<file path="config.mk">
export PLATFORM = sky130hd
export DESIGN_NAME = tinker_fetch_queue_flat
export DESIGN_NICKNAME = d
export VERILOG_FILES = /design/src/rtl/tinker_fetch_queue_if.sv /design/src/rtl/tinker_fetch_queue.sv /design/src/flat_wrapper.sv
export SDC_FILE = /design/constraint.sdc
export NUM_CORES = 1
export LEC_CHECK = 0
export BUFFER_PORTS_ARGS = -buffer_cell sky130_fd_sc_hd__buf_2
export CORE_MARGIN = 8
export CORE_UTILIZATION = 40
export DETAILED_ROUTE_END_ITERATION = 10
export GPL_ROUTABILITY_DRIVEN = 1
export GPL_TIMING_DRIVEN = 0
export PLACE_DENSITY_LB_ADDON = 0.1
export SYNTH_ARGS = -nofsm -noshare
export SYNTH_HDL_FRONTEND = slang
export SYNTH_SLANG_ARGS = --single-unit
</file>
<file path="constraint.sdc">
create_clock -name clk -period 3 [get_ports clk]
set_clock_uncertainty 0.05 [all_clocks]
set_input_delay 0.6 -clock clk [delete_from_list [all_inputs] [get_ports clk]]
set_output_delay 0.6 -clock clk [all_outputs]
set_load 0.005 [all_outputs]
</file>
<file path="src/rtl/tinker_fetch_queue_if.sv">
// tinker_fetch_queue_if
//   Bundles every handshake/bus signal of the Tinker fetch queue.
//   Clock and reset stay plain ports on the module.
//
//   Signal summary (directions seen from the fetch queue, modport master):
//     imem_req_valid  out  fetch request valid
//     imem_req_ready  in   memory accepts request this cycle
//     imem_req_addr   out  byte address of requested instruction
//     imem_rsp_valid  in   response word valid (in request order)
//     imem_rsp_data   in   instruction word
//     redirect_valid  in   core requests fetch restart
//     redirect_pc     in   new fetch address
//     inst_valid      out  inst_data/inst_pc valid to core
//     inst_ready      in   core consumes instruction this cycle
//     inst_data       out  instruction word
//     inst_pc         out  PC of inst_data
//     fq_count        out  occupied FIFO entries
//   Modport slave is the mirror view used by the memory/core side.
interface tinker_fetch_queue_if #(
    parameter int DEPTH = 4
);
    localparam int CW = $clog2(DEPTH) + 1;

    logic          imem_req_valid;
    logic          imem_req_ready;
    logic [31:0]   imem_req_addr;
    logic          imem_rsp_valid;
    logic [31:0]   imem_rsp_data;
    logic          redirect_valid;
    logic [31:0]   redirect_pc;
    logic          inst_valid;
    logic          inst_ready;
    logic [31:0]   inst_data;
    logic [31:0]   inst_pc;
    logic [CW-1:0] fq_count;

    modport master (
        output imem_req_valid, imem_req_addr,
        input  imem_req_ready, imem_rsp_valid, imem_rsp_data,
        input  redirect_valid, redirect_pc,
        output inst_valid, inst_data, inst_pc, fq_count,
        input  inst_ready
    );

    modport slave (
        input  imem_req_valid, imem_req_addr,
        output imem_req_ready, imem_rsp_valid, imem_rsp_data,
        output redirect_valid, redirect_pc,
        input  inst_valid, inst_data, inst_pc, fq_count,
        output inst_ready
    );
endinterface

</file>
<file path="src/rtl/tinker_fetch_queue.sv">
// tinker_fetch_queue
//   Instruction prefetch stage in front of the Tinker decode logic. Issues
//   in-order fetch requests to a variable-latency instruction memory, buffers
//   returned words with their PCs in a DEPTH-entry FIFO and hands them to the
//   core over valid/ready. A redirect flushes the FIFO and discards responses
//   still in flight.
//
//   Parameters:
//     DEPTH     FIFO entries and maximum requests in flight (power of two, 2..16)
//     RESET_PC  first fetch address after reset
//
//   Ports:
//     clk    rising-edge clock
//     reset  asynchronous active-low reset
//     fq     tinker_fetch_queue_if.master (memory request/response, redirect,
//            instruction output, fq_count); must be built with the same DEPTH
//
//   Build option:
//     TINKER_FQ_BYPASS_EN  when defined, a response arriving while the FIFO is
//                          empty and nothing is being dropped is presented to
//                          the core combinationally in the same cycle.
module tinker_fetch_queue #(
    parameter int          DEPTH    = 4,
    parameter logic [31:0] RESET_PC = 32'h2000
) (
    input  logic                 clk,
    input  logic                 reset,
    tinker_fetch_queue_if.master fq
);

    localparam int PW = $clog2(DEPTH);
    localparam int CW = $clog2(DEPTH) + 1;

    typedef enum logic {
        RUN,
        FLUSH
    } state_t;

    state_t          state_q, state_d;
    logic [31:0]     fetch_pc_q, fetch_pc_d;
    logic [31:0]     rsp_pc_q, rsp_pc_d;
    logic [CW-1:0]   count_q, count_d;
    logic [CW-1:0]   in_flight_q, in_flight_d;
    logic [CW-1:0]   drop_cnt_q, drop_cnt_d;
    logic [PW-1:0]   wr_ptr_q, wr_ptr_d;
    logic [PW-1:0]   rd_ptr_q, rd_ptr_d;
    logic [PW-1:0]   rd_next;
    logic [31:0]     head_data_q, head_data_d;
    logic [31:0]     head_pc_q, head_pc_d;

    logic [31:0]     mem_data [DEPTH];
    logic [31:0]     mem_pc   [DEPTH];

    logic [CW:0]     credit_used;
    logic [31:0]     redirect_aligned;
    logic            req_valid;
    logic            req_fire;
    logic            rsp_keep;
    logic            drop_tick;
    logic            fifo_pop;
    logic            push;
    logic            bypass_hit;
    logic            bypass_take;

    // Requests count against FIFO space together with everything in flight,
    // including responses that will be dropped, so a push can never find the
    // FIFO full.
    assign credit_used      = {1'b0, count_q} + {1'b0, in_flight_q};
    assign req_valid        = reset && !fq.redirect_valid && (credit_used < (CW+1)'(DEPTH));
    assign req_fire         = req_valid && fq.imem_req_ready;
    assign redirect_aligned = fq.redirect_pc & 32'hFFFF_FFFC;

    // A response in a redirect cycle belongs to the old stream: it is dropped
    // even when no drop was pending.
    assign rsp_keep  = fq.imem_rsp_valid && (state_q == RUN) && !fq.redirect_valid;
    assign drop_tick = fq.imem_rsp_valid && (state_q == FLUSH);

`ifdef TINKER_FQ_BYPASS_EN
    assign bypass_hit  = rsp_keep && (count_q == '0);
    assign bypass_take = bypass_hit && fq.inst_ready;
`else
    assign bypass_hit  = 1'b0;
    assign bypass_take = 1'b0;
`endif

    assign fifo_pop = (count_q != '0) && fq.inst_ready;
    assign push     = rsp_keep && !bypass_take;
    assign rd_next  = rd_ptr_q + PW'(1);

    always_comb begin
        state_d     = state_q;
        fetch_pc_d  = fetch_pc_q;
        rsp_pc_d    = rsp_pc_q;
        count_d     = count_q + CW'(push) - CW'(fifo_pop);
        in_flight_d = in_flight_q + CW'(req_fire) - CW'(fq.imem_rsp_valid);
        drop_cnt_d  = drop_cnt_q;
        wr_ptr_d    = wr_ptr_q;
        rd_ptr_d    = rd_ptr_q;
        head_data_d = head_data_q;
        head_pc_d   = head_pc_q;

        if (req_fire) begin
            fetch_pc_d = fetch_pc_q + 32'd4;
        end
        if (rsp_keep) begin
            rsp_pc_d = rsp_pc_q + 32'd4;
        end
        if (drop_tick) begin
            drop_cnt_d = drop_cnt_q - CW'(1);
        end
        if (push) begin
            wr_ptr_d = wr_ptr_q + PW'(1);
        end
        if (fifo_pop) begin
            rd_ptr_d = rd_next;
        end

        // The head register mirrors the entry at rd_ptr. An incoming word
        // becomes the head when nothing else will remain in front of it.
        if (push && (count_q == CW'(fifo_pop))) begin
            head_data_d = fq.imem_rsp_data;
            head_pc_d   = rsp_pc_q;
        end else if (fifo_pop) begin
            head_data_d = mem_data[rd_next];
            head_pc_d   = mem_pc[rd_next];
        end

        case (state_q)
            RUN:     state_d = RUN;
            FLUSH:   if (drop_cnt_d == '0) state_d = RUN;
            default: state_d = RUN;
        endcase

        // Redirect overrides the FIFO and PCs; everything still in flight
        // after this cycle's response becomes a drop.
        if (fq.redirect_valid) begin
            count_d    = '0;
            wr_ptr_d   = '0;
            rd_ptr_d   = '0;
            fetch_pc_d = redirect_aligned;
            rsp_pc_d   = redirect_aligned;
            drop_cnt_d = in_flight_d;
            state_d    = (in_flight_d != '0) ? FLUSH : RUN;
        end
    end

    always_ff @(posedge clk or negedge reset) begin
        if (!reset) begin
            state_q     <= RUN;
            fetch_pc_q  <= RESET_PC;
            rsp_pc_q    <= RESET_PC;
            count_q     <= '0;
            in_flight_q <= '0;
            drop_cnt_q  <= '0;
            wr_ptr_q    <= '0;
            rd_ptr_q    <= '0;
            head_data_q <= '0;
            head_pc_q   <= '0;
        end else begin
            state_q     <= state_d;
            fetch_pc_q  <= fetch_pc_d;
            rsp_pc_q    <= rsp_pc_d;
            count_q     <= count_d;
            in_flight_q <= in_flight_d;
            drop_cnt_q  <= drop_cnt_d;
            wr_ptr_q    <= wr_ptr_d;
            rd_ptr_q    <= rd_ptr_d;
            head_data_q <= head_data_d;
            head_pc_q   <= head_pc_d;
        end
    end

    always_ff @(posedge clk) begin
        if (push) begin
            mem_data[wr_ptr_q] <= fq.imem_rsp_data;
            mem_pc[wr_ptr_q]   <= rsp_pc_q;
        end
    end

    assign fq.imem_req_valid = req_valid;
    assign fq.imem_req_addr  = fetch_pc_q;
    assign fq.inst_valid     = (count_q != '0) || bypass_hit;
    assign fq.inst_data      = bypass_hit ? fq.imem_rsp_data : head_data_q;
    assign fq.inst_pc        = bypass_hit ? rsp_pc_q : head_pc_q;
    assign fq.fq_count       = count_q;

endmodule

</file>
<file path="src/flat_wrapper.sv">
// flat-port wrapper written by rule: the top's interface ports become plain ports
module tinker_fetch_queue_flat 
#(
    parameter int          DEPTH    = 4,
    parameter logic [31:0] RESET_PC = 32'h2000
)
  (clk, reset, fq_imem_req_valid, fq_imem_req_addr, fq_imem_req_ready, fq_imem_rsp_valid, fq_imem_rsp_data, fq_redirect_valid, fq_redirect_pc, fq_inst_valid, fq_inst_data, fq_inst_pc, fq_fq_count, fq_inst_ready);
  tinker_fetch_queue_if #(.DEPTH(DEPTH)) fq_i ();
  input  logic clk;
  input  logic reset;
  output wire logic [$bits(fq_i.imem_req_valid)-1:0] fq_imem_req_valid;
  output wire logic [$bits(fq_i.imem_req_addr)-1:0] fq_imem_req_addr;
  input wire logic [$bits(fq_i.imem_req_ready)-1:0] fq_imem_req_ready;
  input wire logic [$bits(fq_i.imem_rsp_valid)-1:0] fq_imem_rsp_valid;
  input wire logic [$bits(fq_i.imem_rsp_data)-1:0] fq_imem_rsp_data;
  input wire logic [$bits(fq_i.redirect_valid)-1:0] fq_redirect_valid;
  input wire logic [$bits(fq_i.redirect_pc)-1:0] fq_redirect_pc;
  output wire logic [$bits(fq_i.inst_valid)-1:0] fq_inst_valid;
  output wire logic [$bits(fq_i.inst_data)-1:0] fq_inst_data;
  output wire logic [$bits(fq_i.inst_pc)-1:0] fq_inst_pc;
  output wire logic [$bits(fq_i.fq_count)-1:0] fq_fq_count;
  input wire logic [$bits(fq_i.inst_ready)-1:0] fq_inst_ready;
  assign fq_imem_req_valid = fq_i.imem_req_valid;
  assign fq_imem_req_addr = fq_i.imem_req_addr;
  assign fq_i.imem_req_ready = fq_imem_req_ready;
  assign fq_i.imem_rsp_valid = fq_imem_rsp_valid;
  assign fq_i.imem_rsp_data = fq_imem_rsp_data;
  assign fq_i.redirect_valid = fq_redirect_valid;
  assign fq_i.redirect_pc = fq_redirect_pc;
  assign fq_inst_valid = fq_i.inst_valid;
  assign fq_inst_data = fq_i.inst_data;
  assign fq_inst_pc = fq_i.inst_pc;
  assign fq_fq_count = fq_i.fq_count;
  assign fq_i.inst_ready = fq_inst_ready;
  tinker_fetch_queue #(.DEPTH(DEPTH), .RESET_PC(RESET_PC)) u_core (.clk(clk), .reset(reset), .fq(fq_i));
endmodule
</file>
Word level (Yosys, flattened, before mapping)
Memory sizes are Yosys's and may differ from the RTL's.
Index checks and enable logic that the tools add are counted.
{"block": "classes", "add_sub_neg": 10, "multipliers": 0, "n_div": 0, "magnitude_cmp": 1, "eq_ne": 1, "shifts": 0, "n_mux": 21, "bitwise_logic": 1, "n_reduce_logical": 16}
{"op": "32-bit two-way mux", "count": 8}
{"op": "32-bit by 3-bit adder with 32-bit output, second input constant", "count": 2}
{"op": "3-bit two-way mux", "count": 3}
{"op": "1-bit logical AND", "count": 8}
{"op": "2-bit two-way mux", "count": 4}
{"op": "2-bit nonzero test", "count": 4}
{"op": "3-bit by 1-bit adder with 3-bit output", "count": 2}
{"op": "3-bit nonzero test", "count": 2}
{"op": "3-bit by 1-bit subtractor with 3-bit output", "count": 2}
{"op": "1-bit two-way mux", "count": 5}
{"op": "2-bit by 1-bit adder with 2-bit output, second input constant", "count": 2}
{"op": "3-bit by 3-bit adder with 4-bit output", "count": 1}
{"op": "4-bit by 3-bit < comparator with 1-bit output, second input constant", "count": 1}
{"op": "3-bit by 1-bit equality test with 1-bit output", "count": 1}
{"op": "3-bit zero test", "count": 1}
{"op": "3-bit by 1-bit subtractor with 3-bit output, second input constant", "count": 1}
{"op": "1-bit case mux with 2 select lines", "count": 1}
{"op": "1-bit zero test", "count": 1}
{"op": "1-bit NOT", "count": 1}
{"block": "totals", "reg_bits": 142, "latch_bits": 0, "ramBits": 256, "romBits": 0, "inputBits": 70, "output_inout_bits": 101, "wordCells": 62, "memories": 2}
{"memory": "u_core.mem_data", "depth": 4, "word_bits": 32, "read_ports": 1, "rd_clocked_by_memory_dff": 0, "write_ports": 1, "line": "tinker_fetch_queue.sv:51", "source": "logic [31:0] mem_data [DEPTH];"}
{"memory": "u_core.mem_pc", "depth": 4, "word_bits": 32, "read_ports": 1, "rd_clocked_by_memory_dff": 0, "write_ports": 1, "line": "tinker_fetch_queue.sv:52", "source": "logic [31:0] mem_pc [DEPTH];"}

Longest topological paths before layout
Gate-level depths: netlist (run 1).
{"block": "depth", "word_depth": 9, "mapped_depth": 11}

Worst setup path after synthesis (run 1)
OpenSTA, ideal clock, no wires.
{"block": "synth_path", "kind": "in2reg", "from": "input fq_redirect_valid", "to": "memory u_core.mem_data[1][0] (enable)", "setup_time_ns": 0.427, "t_arrival_ns": 2.462, "setup_slack_ns": 0.061, "path_stages": 3, "n_path_buf": 1, "path_cell_list": "buf_6 > nor2_1 > and3_1"}
{"block": "synth_between", "elab_chain_cells": 4}
{"element": "start, declared", "line": "flat_wrapper.sv:16", "source": "input wire logic [$bits(fq_i.redirect_valid)-1:0] fq_redirect_valid;"}
{"element": "1-bit zero test", "line": "tinker_fetch_queue.sv:75", "source": "assign rsp_keep = fq.imem_rsp_valid && (state_q == RUN) && !fq.redirect_valid;"}
{"element": "1-bit logical AND", "line": "tinker_fetch_queue.sv:75"}
{"element": "1-bit two-way mux", "line": "tinker_fetch_queue.sv:174", "source": "if (push) begin"}
{"element": "1-bit two-way mux (not written as such)", "line": "tinker_fetch_queue.sv:175", "source": "mem_data[wr_ptr_q] <= fq.imem_rsp_data;"}
{"element": "end, declared", "line": "tinker_fetch_queue.sv:51"}
No other way between the ends.

Worst setup path in the final report (run 1)
{"block": "layout_path", "from": "input reset", "to": "register u_core.state_q"}
{"block": "layout_between", "elab_chain_cells": 8}
{"element": "start, declared", "line": "flat_wrapper.sv:10", "source": "input logic reset;"}
{"element": "1-bit logical AND (2 in series)", "line": "tinker_fetch_queue.sv:69", "source": "assign req_valid = reset && !fq.redirect_valid && (credit_used < (CW+1)'(DEPTH));"}
{"element": "1-bit logical AND", "line": "tinker_fetch_queue.sv:70", "source": "assign req_fire = req_valid && fq.imem_req_ready;"}
{"element": "3-bit by 1-bit adder with 3-bit output", "line": "tinker_fetch_queue.sv:95", "source": "in_flight_d = in_flight_q + CW'(req_fire) - CW'(fq.imem_rsp_valid);"}
{"element": "3-bit by 1-bit subtractor with 3-bit output", "line": "tinker_fetch_queue.sv:95"}
{"element": "net u_core.in_flight_d[2]", "line": "tinker_fetch_queue.sv:43", "source": "logic [CW-1:0] in_flight_q, in_flight_d;"}
{"element": "3-bit nonzero test", "line": "tinker_fetch_queue.sv:143", "source": "state_d = (in_flight_d != '0) ? FLUSH : RUN;"}
{"element": "1-bit two-way mux", "line": "tinker_fetch_queue.sv:143"}
{"element": "1-bit two-way mux", "line": "tinker_fetch_queue.sv:136", "source": "if (fq.redirect_valid) begin"}
{"element": "net u_core.state_d", "line": "tinker_fetch_queue.sv:39", "source": "state_t state_q, state_d;"}
{"element": "end signal, assigned", "line": "tinker_fetch_queue.sv:160", "source": "state_q <= state_d;"}
{"element": "end, declared", "line": "tinker_fetch_queue.sv:39"}
The timed path passes the listed nets, and every way through them passes these cells.
A chain may end at the register's enable or synchronous reset.

==> out/metrics.cfg, run 1 <==
[status]
status=finished, final reports clean

[clocking]
cts_tree=done
cts_buffer_depth=3
htree_levels=2
cts_root_buffer=clkbuf_16
cts_sinks=384
cts_made_buffers=42
clk_latency_ps=530
path_clk_slew_ps=60

[critical_path]
start_kind=input port
cp_num_buf_inv=4
endpoint_kind=register
crit_family=buffers and inverters
arrival_ps=3270
cp_slowest_stage_delay_ps=560
crit_chain=dlygate4sd3_1 -> buf_8 -> nand4_4 -> clkinv_4 -> buf_4 -> ha_1 -> fa_1 -> xnor2_2 -> xnor2_2 -> nor4_2 -> a311oi_1
worstPathRequired_ps=3380
critPathSlowestCell=dlygate4sd3_1
crit_fanout=51
path_class=in2reg
worst_path_most_repeated_cell=xnor2_2

[floorplan]
die_h_um=216
num_rows=73
die_x_um=216
io_pins=171
initial_core_util_pct=40.4
core_area_sq_um=39600
dieArea_sq_um=46700

[power]
p_leak_nw=7.05
p_sw_share_pct=28.5
p_switching_mw=4.36
p_total_mw=15.3
seqPwrFrac_pct=45.2
internal_power_mw=10.9
clockPowerShare_pct=31.9
pwr_density_cell_nw_per_um2=802
ir_worst_vdd_mv=0.345
pwr-share-comb_pct=22.9

[yosys]
ys_async_sr_fraction_pct=35.4
synth_edf_count=248
ys_ff_latch=384
synth_fa_ha_area_share_pct=1.27
synthDistinctLibCells=56
ys_warn_count=0
synthMuxAreaShare_pct=13.3
synth_xor_area_share_pct=2.08
synthesis.area_sq_um=16000
syn_inst=1052
synthSimpleGateAreaFrac_pct=8.42
synth_ff_type=edfxtp_1
avgSynthCellArea_sq_um=15.2
synth_compound_area_share_pct=5.22
yosysSeqAreaShare_pct=67.8
synth_top_family_by_area=multiplexers

[route]
routed_wl_um=40400
ant_nets=0
routed_via_density=5.23
post_drt_wl_per_cell_um=22.2
num_vias=9544
drcViolationCount=0
drt-initial-drc-count=568
first_pass_iters=5

[sta]
hold_viol=0
setup-violations-final=0
max_freq_mhz=347
post-route-min-period_ps=2880
hold-worst-slack_ps=254
timing.slew.headroom_pct=49.3
finalMaxSlewViolations=0
worstMarginPinSlew_ps=757
rsz0062_at_grt=true
period_share_pct=96.2

[placement]
placed_area_sq_um=17700
dp_hpwl_um=26600
io_buffers=163
gp_congestion=0.848

[grt]
grt_usage_pct=17.2
grt_max_degree=89
grt_pass1_vias=10100
antenna_found_initial=0
grt_pass1_wl_um=62400
grt_remaining_overflow=0

[final_layout]
syn2layout_area_growth_pct=19.0
fin_area_sq_um=19100
nets=1354
num_antenna_cells=0
drive_above_1_share_pct=26.9

[run]
maxCapViolations=0

[hold_path]
hp-class=in2reg

-- Yosys cell counts (4+ instances only) --
library cell / n / area, sq um
a21oi_1: 71 / 355
and2_1: 4 / 25.0
and3_1: 11 / 68.8
buf_1: 5 / 18.8
buf_2: 14 / 70.1
buf_4: 5 / 37.5
clkbuf_1: 29 / 109
dfrtp_1: 134 / 3350
edfxtp_1: 248 / 7450
ha_1: 13 / 163
inv_1: 16 / 60.1
mux2_2: 6 / 67.6
mux2i_1: 66 / 661
mux4_2: 62 / 1400
nand2_1: 60 / 225
nand3_1: 36 / 180
nand4_1: 20 / 125
nor2_1: 90 / 338
nor2b_1: 4 / 25.0
nor3_1: 9 / 45.0
o211ai_1: 14 / 105
o21ai_0: 36 / 180
o311ai_0: 5 / 43.8
o31a_1: 4 / 35.0
or3_1: 8 / 50.1
xnor2_1: 14 / 123
xor2_1: 24 / 210
-- routing by layer --
| layer | vias up | share of wire (%) | track usage [%] |
|---|---|---|---|
| met2 | 220 | 48 | 27.8 |
| met3 | 38 | 4.9 | 3.36 |
| met1 | 4855 | 46 | 24.0 |
| met4 | 0 | 1.3 | 3.40 |
| met5 | - | 0 | 0 |
| li1 | 4431 | - | - |
-- worst register-to-register path: stages, from the launching register on --
cell      delay, ps
dfrtp_2         460
ha_1            300
nand3_1         140
nand4_4         180
clkinv_4        130
buf_4           210
ha_1            200
fa_1            410
xnor2_2         160
xnor2_2         220
nor4_2           60
a311oi_1        250
-- per-stage QoR --
stage | utilization [%] | TNS [ps] | setup slack [ps] | instances
after global routing | 48.1 | -24.1 | -24.1 | 1825
after detailed placement | 44.6 | -48410 | -884 | 1748
final | 48.1 | 0 | 115 | 1825
after global placement | 44.2 | -720690 | -3370 | 1743
after CTS | 48.0 | 0 | 24.7 | 1825
after floorplan | - | 0 | 61.5 | 1055
-- layout make-up --
type / instances / area (sq um)
repair buffers: 170 / 981
plain buffers: 55 / 274
multi-input cells: 599 / 4920
clock inverters: 13 / 82.6
well taps: 525 / 657
clock buffers: 62 / 1220
flip-flops and latches: 384 / 10900
fillers: 3543 / 20600
inverters: 17 / 68.8
-- cells in the final DEF (no fill, tap or decap), types with 5 or more instances in the layout --
| master | Yosys | final |
|---|---|---|
| and3_1 | 11 | 7 |
| inv_1 | 16 | 16 |
| nor2_1 | 90 | 90 |
| nand4_1 | 20 | 20 |
| edfxtp_1 | 248 | 248 |
| a21oi_1 | 71 | 71 |
| clkinv_2 | 1 | 6 |
| buf_4 | 5 | 7 |
| ha_1 | 13 | 13 |
| mux4_2 | 62 | 62 |
| xnor2_1 | 14 | 12 |
| buf_2 | 14 | 178 |
| o211ai_1 | 14 | 14 |
| clkinv_1 | 0 | 6 |
| buf_16 | 0 | 5 |
| nand2_1 | 60 | 60 |
| o21ai_0 | 36 | 36 |
| clkbuf_2 | 1 | 5 |
| clkbuf_1 | 29 | 35 |
| or3_1 | 8 | 8 |
| nand3_1 | 36 | 35 |
| mux2_2 | 6 | 6 |
| o311ai_0 | 5 | 5 |
| clkbuf_16 | 0 | 45 |
| dfrtp_1 | 134 | 133 |
| xor2_1 | 24 | 24 |
| mux2i_1 | 66 | 66 |
| nor3_1 | 9 | 9 |
-- timing repair --
item | CTS | global route
pin swaps | 1 | 1
hold endpoints to repair | 47 | 0
buffers inserted | 1 | 0
hold buffers | 1 | 0
resized for setup | 16 | 10
cloned | 0 | 0
setup endpoints to repair | 64 | 57
-- power groups by stage --
stage	registers [mW]	clock network [mW]	logic [mW]
2_1_floorplan	6.92	0	2.13
3_3_place_gp	7.02	0	3.45
3_5_place_dp	7.03	0	3.51
4_1_cts	6.93	5.02	3.56
5_1_grt	7.01	5.22	3.90
6_report	6.91	4.88	3.50
-- worst paths after layout --
check | to | cells past startpoint | start | slack (ps)
worst max-delay path | u_core.state_q | 11 | reset | 120
worst min-delay path | u_core.mem_data[1][7] | 1 | fq_imem_rsp_data[7] | 250
worst max register to register | u_core.state_q | 11 | u_core.fq.fq_count[1] | 150
worst min register to register | u_core.mem_pc[3][14] | 0 | u_core.rsp_pc_q[14] | 480
max in group asynchronous | u_core.rsp_pc_q[22] | 3 | reset | 1450
min in group asynchronous | u_core.fq.inst_data[21] | 2 | reset | 560
-- logic make-up (layout without fill, tap and decap cells) --
kind of cell | after synthesis | count (layout)
flip-flops | 384 | 384
buffers and inverters | 72 | 317
adder cells (fa/ha/maj) | 15 | 15
other | 1 | 4
multiplexers | 134 | 134
AND/OR/NAND/NOR | 264 | 264
XOR/XNOR | 38 | 38
AO/OA/AOI/OAI | 144 | 144
-- flip-flops by register name, indices dropped and copies added (netlist names) --
name	flops
u_core.fq.inst_data	32
u_core.mem_data	128
u_core.drop_cnt_q	3
u_core.fq.inst_pc	30
u_core.state_q	1
u_core.in_flight_q	3
u_core.rd_ptr_q	2
u_core.wr_ptr_q	2
u_core.fq.fq_count	3
u_core.fq.imem_req_addr	30
u_core.mem_pc	120
u_core.rsp_pc_q	30
(Power assumes the default switching activity.)
==> inputs of run 2 (changes only) <==
--- a/config.mk
+++ b/config.mk
@@ -8,10 +8,12 @@
 export BUFFER_PORTS_ARGS = -buffer_cell sky130_fd_sc_hd__buf_2
 export CORE_MARGIN = 8
 export CORE_UTILIZATION = 40
+export CTS_CLUSTER_SIZE = 30
 export DETAILED_ROUTE_END_ITERATION = 10
 export GPL_ROUTABILITY_DRIVEN = 1
 export GPL_TIMING_DRIVEN = 0
 export PLACE_DENSITY_LB_ADDON = 0.1
+export SETUP_SLACK_MARGIN = 0.15
 export SYNTH_ARGS = -nofsm -noshare
 export SYNTH_HDL_FRONTEND = slang
 export SYNTH_SLANG_ARGS = --single-unit
==> constraint.sdc (replaced) <==
create_clock -name clk -period 3 [get_ports clk]
set_clock_uncertainty 0.05 [all_clocks]
set_input_delay 0.3 -clock clk [delete_from_list [all_inputs] [get_ports clk]]
set_output_delay 0.3 -clock clk [all_outputs]
set_load 0.005 [all_outputs]
==> run 2 against run 1 <==
Against the previous run:
- non-clock buffer count grew 59
- worst setup slack gained 230 ps
- utilization grew 1.5 points
- global-route usage grew 0.23 points
- wire length grew 1.2%
- critical path type is now reg2reg
- critical endpoint unchanged
- largest power group unchanged
==> out/metrics.cfg, run 2 (synthesis results as in run 1) <==
[status]
status=finished, final reports clean

[critical_path]
start_kind=register
worst_r2r_path_depth=11  ; unchanged
path_class=reg2reg
startpoint=u_core.fq.fq_count[1]
endpoint=u_core.state_q
endpoint_kind=register
r2r_start=u_core.fq.fq_count[1]
worstPathRequired_ps=3320  ; -60 ps
crit_fanout=10  ; -80%
arrival_ps=2970  ; -300 ps
r2r_end=u_core.state_q
r2r_slack_ps=340  ; +190 ps

[sta]
post-route-min-period_ps=2660  ; -229 ps
worstMarginPinSlew_ps=745  ; -12.1 ps
setup-violations-final=0  ; unchanged
timing.slew.headroom_pct=50.4  ; +1.1 points
max_freq_mhz=377  ; +8.6%
finalMaxSlewViolations=0  ; unchanged
period_share_pct=88.5  ; -7.6 points
hold_viol=0  ; unchanged
rsz0062_at_grt=false

[floorplan]
core_area_sq_um=39600  ; unchanged
die_h_um=216  ; unchanged
initial_core_util_pct=40.4  ; unchanged
dieArea_sq_um=46700  ; unchanged
io_pins=171  ; unchanged
die_x_um=216  ; unchanged
num_rows=73  ; unchanged

[route]
routed_via_density=5.18  ; -0.93%
ant_nets=0  ; unchanged
drt-initial-drc-count=536  ; -5.6%
drcViolationCount=0  ; unchanged
first_pass_iters=4  ; -1
num_vias=9761  ; +2.3%
post_drt_wl_per_cell_um=21.7  ; -2.0%
routed_wl_um=40900  ; +1.2%

[hold_path]
hp-class=in2reg

[final_layout]
postLayoutCoreUtil_pct=49.6  ; +1.5 points
drive_above_1_share_pct=26.5  ; -0.43 points
final_cell_mix=248 x edfxtp_1, 177 x buf_2, 132 x dfrtp_1
syn2layout_area_growth_pct=22.7
nets=1413  ; +4.4%
layout_commonest_cell=edfxtp_1
largest-register=u_core.mem_data
num_antenna_cells=0  ; unchanged
largest_reg_flops=128  ; unchanged

[clocking]
cts_root_buffer=clkbuf_16
cts_sinks=384  ; unchanged
cts_tree=done
htree_levels=2  ; unchanged
cts_buffer_depth=3  ; unchanged
cts_made_buffers=42  ; unchanged
clk_latency_ps=530  ; about the same
path_clk_slew_ps=60  ; about the same

[power]
ir_worst_vdd_mv=0.343  ; -0.59%
p_total_mw=15.5  ; +1.1%
p_leak_nw=7.31  ; +3.6%
pwr_density_cell_nw_per_um2=786  ; -2.0%

[grt]
grt_usage_pct=17.4  ; +0.23 points
antenna_found_initial=0  ; unchanged
grt_remaining_overflow=0  ; unchanged
grt_max_degree=89  ; unchanged
grt_pass1_vias=10400  ; +2.9%
grt_pass1_wl_um=63500  ; +1.7%

[placement]
io_buffers=163  ; unchanged
gp_congestion=0.848  ; unchanged
dp_hpwl_um=26600  ; unchanged

[run]
maxCapViolations=0  ; unchanged

## run 2: worst min path at each step
stage,start,end,cells past startpoint
after global routing,fq_redirect_pc[22],u_core.rsp_pc_q[22],3
after global placement,u_core.rsp_pc_q[14],u_core.mem_pc[3][14],0
after floorplan,reset,u_core.drop_cnt_q[0],0
final,fq_redirect_pc[6],u_core.rsp_pc_q[6],3
after CTS,fq_redirect_pc[6],u_core.rsp_pc_q[6],3
after detailed placement,reset,u_core.fq.inst_data[21],1
## run 2: stage by stage
step	hold slack (ps)	instance area, sq um	setup slack, ps	std cells	setup TNS, ps
after floorplan	-45.6	16000	349	1055	0
after global placement	459	17500	-3070	1743	-593790
after detailed placement	224	17700	-884	1748	-48410
after CTS	0.261	19600	244	1882	0
after global routing	26.1	19700	188	1884	0
final	22.8	19700	344	1884	0
## run 2: timing repair
| item | CTS | global route |
|---|---|---|
| hold buffers | 54 | 0 |
| resized for setup | 22 | 9 |
| hold endpoints to repair | 216 | 0 |
| endpoints found under the setup margin | 67 | 14 |
| setup buffers | 5 | 2 |
| pin swaps | 3 | 3 |
## run 2: area by class of cell
cell class | count | area (sq um)
fillers | 3490 | 20000
clock inverters | 13 | 82.6
repair buffers | 229 | 1560
inverters | 17 | 68.8
clock buffers | 62 | 1220
well taps | 525 | 657
flip-flops and latches | 384 | 10900
plain buffers | 55 | 282
multi-input cells | 599 | 4940
## run 2: worst max-delay path: stages, from the launching register on
cell      delay, ps
dfrtp_2         430
ha_1            290
nand3_1         150
nand4_4         180
clkinv_4         60
buf_6           140
ha_1            190
fa_2            350
xnor2_2         150
xnor2_2         160
nor4_2          260
a311oi_1         70
## run 2: layer usage
metal  vias to the layer above  GRT usage [%]  share of wire (%)
met5                         -              0                  0
met4                         0           3.43                1.3
met3                        37           3.37                4.7
met2                       219           28.6                 48
met1                      4956           24.0                 46
li1                       4549              -                  -
## run 2: report_power, final
part	switching (mW)	internal, mW
registers	0.537	6.38
clock network	2.00	2.89
logic	1.87	1.79
total	4.41	11.1
==> inputs of run 3 (changes only) <==
--- a/config.mk
+++ b/config.mk
@@ -13,6 +13,7 @@
 export GPL_ROUTABILITY_DRIVEN = 1
 export GPL_TIMING_DRIVEN = 0
 export PLACE_DENSITY_LB_ADDON = 0.1
+export REMOVE_ABC_BUFFERS = 1
 export SETUP_SLACK_MARGIN = 0.15
 export SYNTH_ARGS = -nofsm -noshare
 export SYNTH_HDL_FRONTEND = slang
==> run 3 against run 2 <==
Against the previous run:
- hold slack better by 4.8 ps
- clock-buffer cell count stayed put
- critical path type unchanged
- combinational power is 2% higher
- first-iteration DRC count is 1.7% higher
- wire length grew 3.2%
- global-route usage grew 0.59 points
==> out/metrics.cfg, run 3 (synthesis results as in run 1) <==
[sta]
hold-worst-slack_ps=27.6  ; +4.80 ps
worstMarginPinSlew_ps=1180  ; +434 ps
timing.slew.headroom_pct=21.1  ; -29 points
setup-violations-final=0  ; unchanged
finalMaxSlewViolations=0  ; unchanged
rsz0062_at_grt=true
tns_ps=0  ; unchanged
fin_ws_ps=295  ; -49.1 ps
hold_viol=0  ; unchanged
post-route-min-period_ps=2710  ; +49.1 ps
max_freq_mhz=370  ; -1.8%
period_share_pct=90.2  ; +1.6 points

[critical_path]
endpoint_kind=register
arrival_ps=3100  ; +130 ps
r2r_slack_ps=290  ; -50 ps
worstPathRequired_ps=3390  ; +70 ps
crit_fanout=19  ; +9
path_class=reg2reg
start_kind=register
r2r_end=u_core.state_q
worst_r2r_path_depth=10  ; -1
r2r_start=u_core.fq.fq_count[1]

[floorplan]
die_h_um=216  ; unchanged
num_rows=73  ; unchanged
dieArea_sq_um=46700  ; unchanged
die_x_um=216  ; unchanged
initial_core_util_pct=40.4  ; unchanged
core_area_sq_um=39600  ; unchanged
io_pins=171  ; unchanged

[final_layout]
nets=1372  ; -2.9%
drive_above_1_share_pct=26.1  ; -0.37 points
fin_area_sq_um=19700  ; +0.24%
syn2layout_area_growth_pct=23.0
largest_reg_flops=128  ; unchanged
final_cell_mix=248 x edfxtp_1, 162 x buf_2, 131 x dfrtp_1
largest-register=u_core.mem_data
fin_cells=1846  ; -2.0%
fillers=3476  ; -0.40%
layout_commonest_cell=edfxtp_1
postLayoutCoreUtil_pct=49.7  ; +0.12 points
num_antenna_cells=0  ; unchanged

[route]
ant_nets=0  ; unchanged
routed_via_density=5.27  ; +1.6%
drcViolationCount=0  ; unchanged
num_vias=9721  ; -0.41%
routed_wl_um=42200  ; +3.2%
first_pass_iters=7  ; +3
post_drt_wl_per_cell_um=22.9  ; +5.3%
drt-initial-drc-count=545  ; +1.7%

[clocking]
cts_tree=done
cts_buffer_depth=3  ; unchanged
clk_latency_ps=540  ; about the same
htree_levels=2  ; unchanged
cts_root_buffer=clkbuf_16
cts_made_buffers=43  ; +2.4%
cts_sinks=384  ; unchanged
path_clk_slew_ps=60  ; about the same

[power]
p_leak_nw=7.25  ; -0.73%
pwr_density_cell_nw_per_um2=801  ; +1.8%
ir_worst_vdd_mv=0.512  ; +49%
p_total_mw=15.8  ; +2.0%

[status]
status=finished, final reports clean

[hold_path]
min_to=u_core.rsp_pc_q[30]
hp-class=in2reg
worstHoldStart=fq_redirect_pc[30]
hold_depth=3  ; unchanged

[grt]
grt_pass1_wl_um=64900  ; +2.3%
grt_usage_pct=18.0  ; +0.59 points
grt_remaining_overflow=0  ; unchanged
grt_max_degree=82  ; -7.9%
grt_pass1_vias=10400  ; -0.47%
antenna_found_initial=1  ; +1

[placement]
dp_hpwl_um=23800  ; -10%
pre_cts_slack_ps=-845  ; +39.3 ps
gp_congestion=0.773  ; -8.8%
dp_cells=1698  ; -2.9%
placed_area_sq_um=17600  ; -0.64%
io_buffers=164  ; +0.61%

[run]
maxCapViolations=0  ; unchanged

## run 3: changes by cell type in the layout (fill, tap and decap cells not counted), moves of 3 or more
cell | previous run | this run
buf_16 | 5 | 10
buf_2 | 177 | 162
dlygate4sd3_1 | 54 | 58
buf_1 | 3 | 0
buf_4 | 13 | 5
nand3_4 | 1 | 4
clkbuf_2 | 6 | 0
clkbuf_1 | 34 | 13
## run 3: critical path, cell delays in order, from the launching register on
cell and delay, ps:
dfrtp_2 460, ha_1 290, nand3_1 140, nand4_4 200
clkinv_8 130, ha_1 220, fa_1 410, xnor2_2 170
xnor2_2 200, nor4_2 60, a311oi_1 270
## run 3: metal layers
layer,global-route usage [%],vias to the layer above,routed length [um]
li1,-,4472,-
met1,25.4,4990,19700
met2,28.5,214,19800
met3,4.05,43,2220
met4,3.45,2,577
met5,0,-,8
## run 3: area by class of cell
cell class              instances  area (sq um)  area share, %
flip-flops and latches        384         10900           55.1
multi-input cells             603          5000           25.4
repair buffers                238          1750           8.86
clock buffers                  62          1220           6.18
well taps                     525           657           3.33
clock inverters                17           144          0.730
inverters                      17          76.3          0.387
## run 3: worst max-delay path by stage
stage                           from                      to  cells past startpoint
3_3_place_gp   u_core.fq.fq_count[1]   u_core.fq.inst_pc[27]                      6
6_report       u_core.fq.fq_count[1]          u_core.state_q                     10
3_5_place_dp       fq_redirect_valid          u_core.state_q                     10
2_1_floorplan  u_core.fq.fq_count[1]  u_core.fq.inst_data[0]                      6
4_1_cts        u_core.fq.fq_count[2]          u_core.state_q                      8
5_1_grt        u_core.fq.fq_count[1]          u_core.state_q                     10
## run 3: repair_timing
action                                  in CTS  in global routing
endpoints found under the setup margin      80                  3
gates resized for setup                      9                  5
hold buffers                                59                  0
pin swaps                                    3                  3
hold endpoints to repair                   253                  0
cloned                                       4                  0
setup buffers                                4                  2
## run 3: where the power goes
part | leakage (nW) | total, mW | internal [mW] | switching, mW
registers | 3.84 | 6.96 | 6.38 | 0.585
logic | 2.74 | 3.74 | 1.83 | 1.91
clock network | 0.672 | 5.07 | 3.00 | 2.07
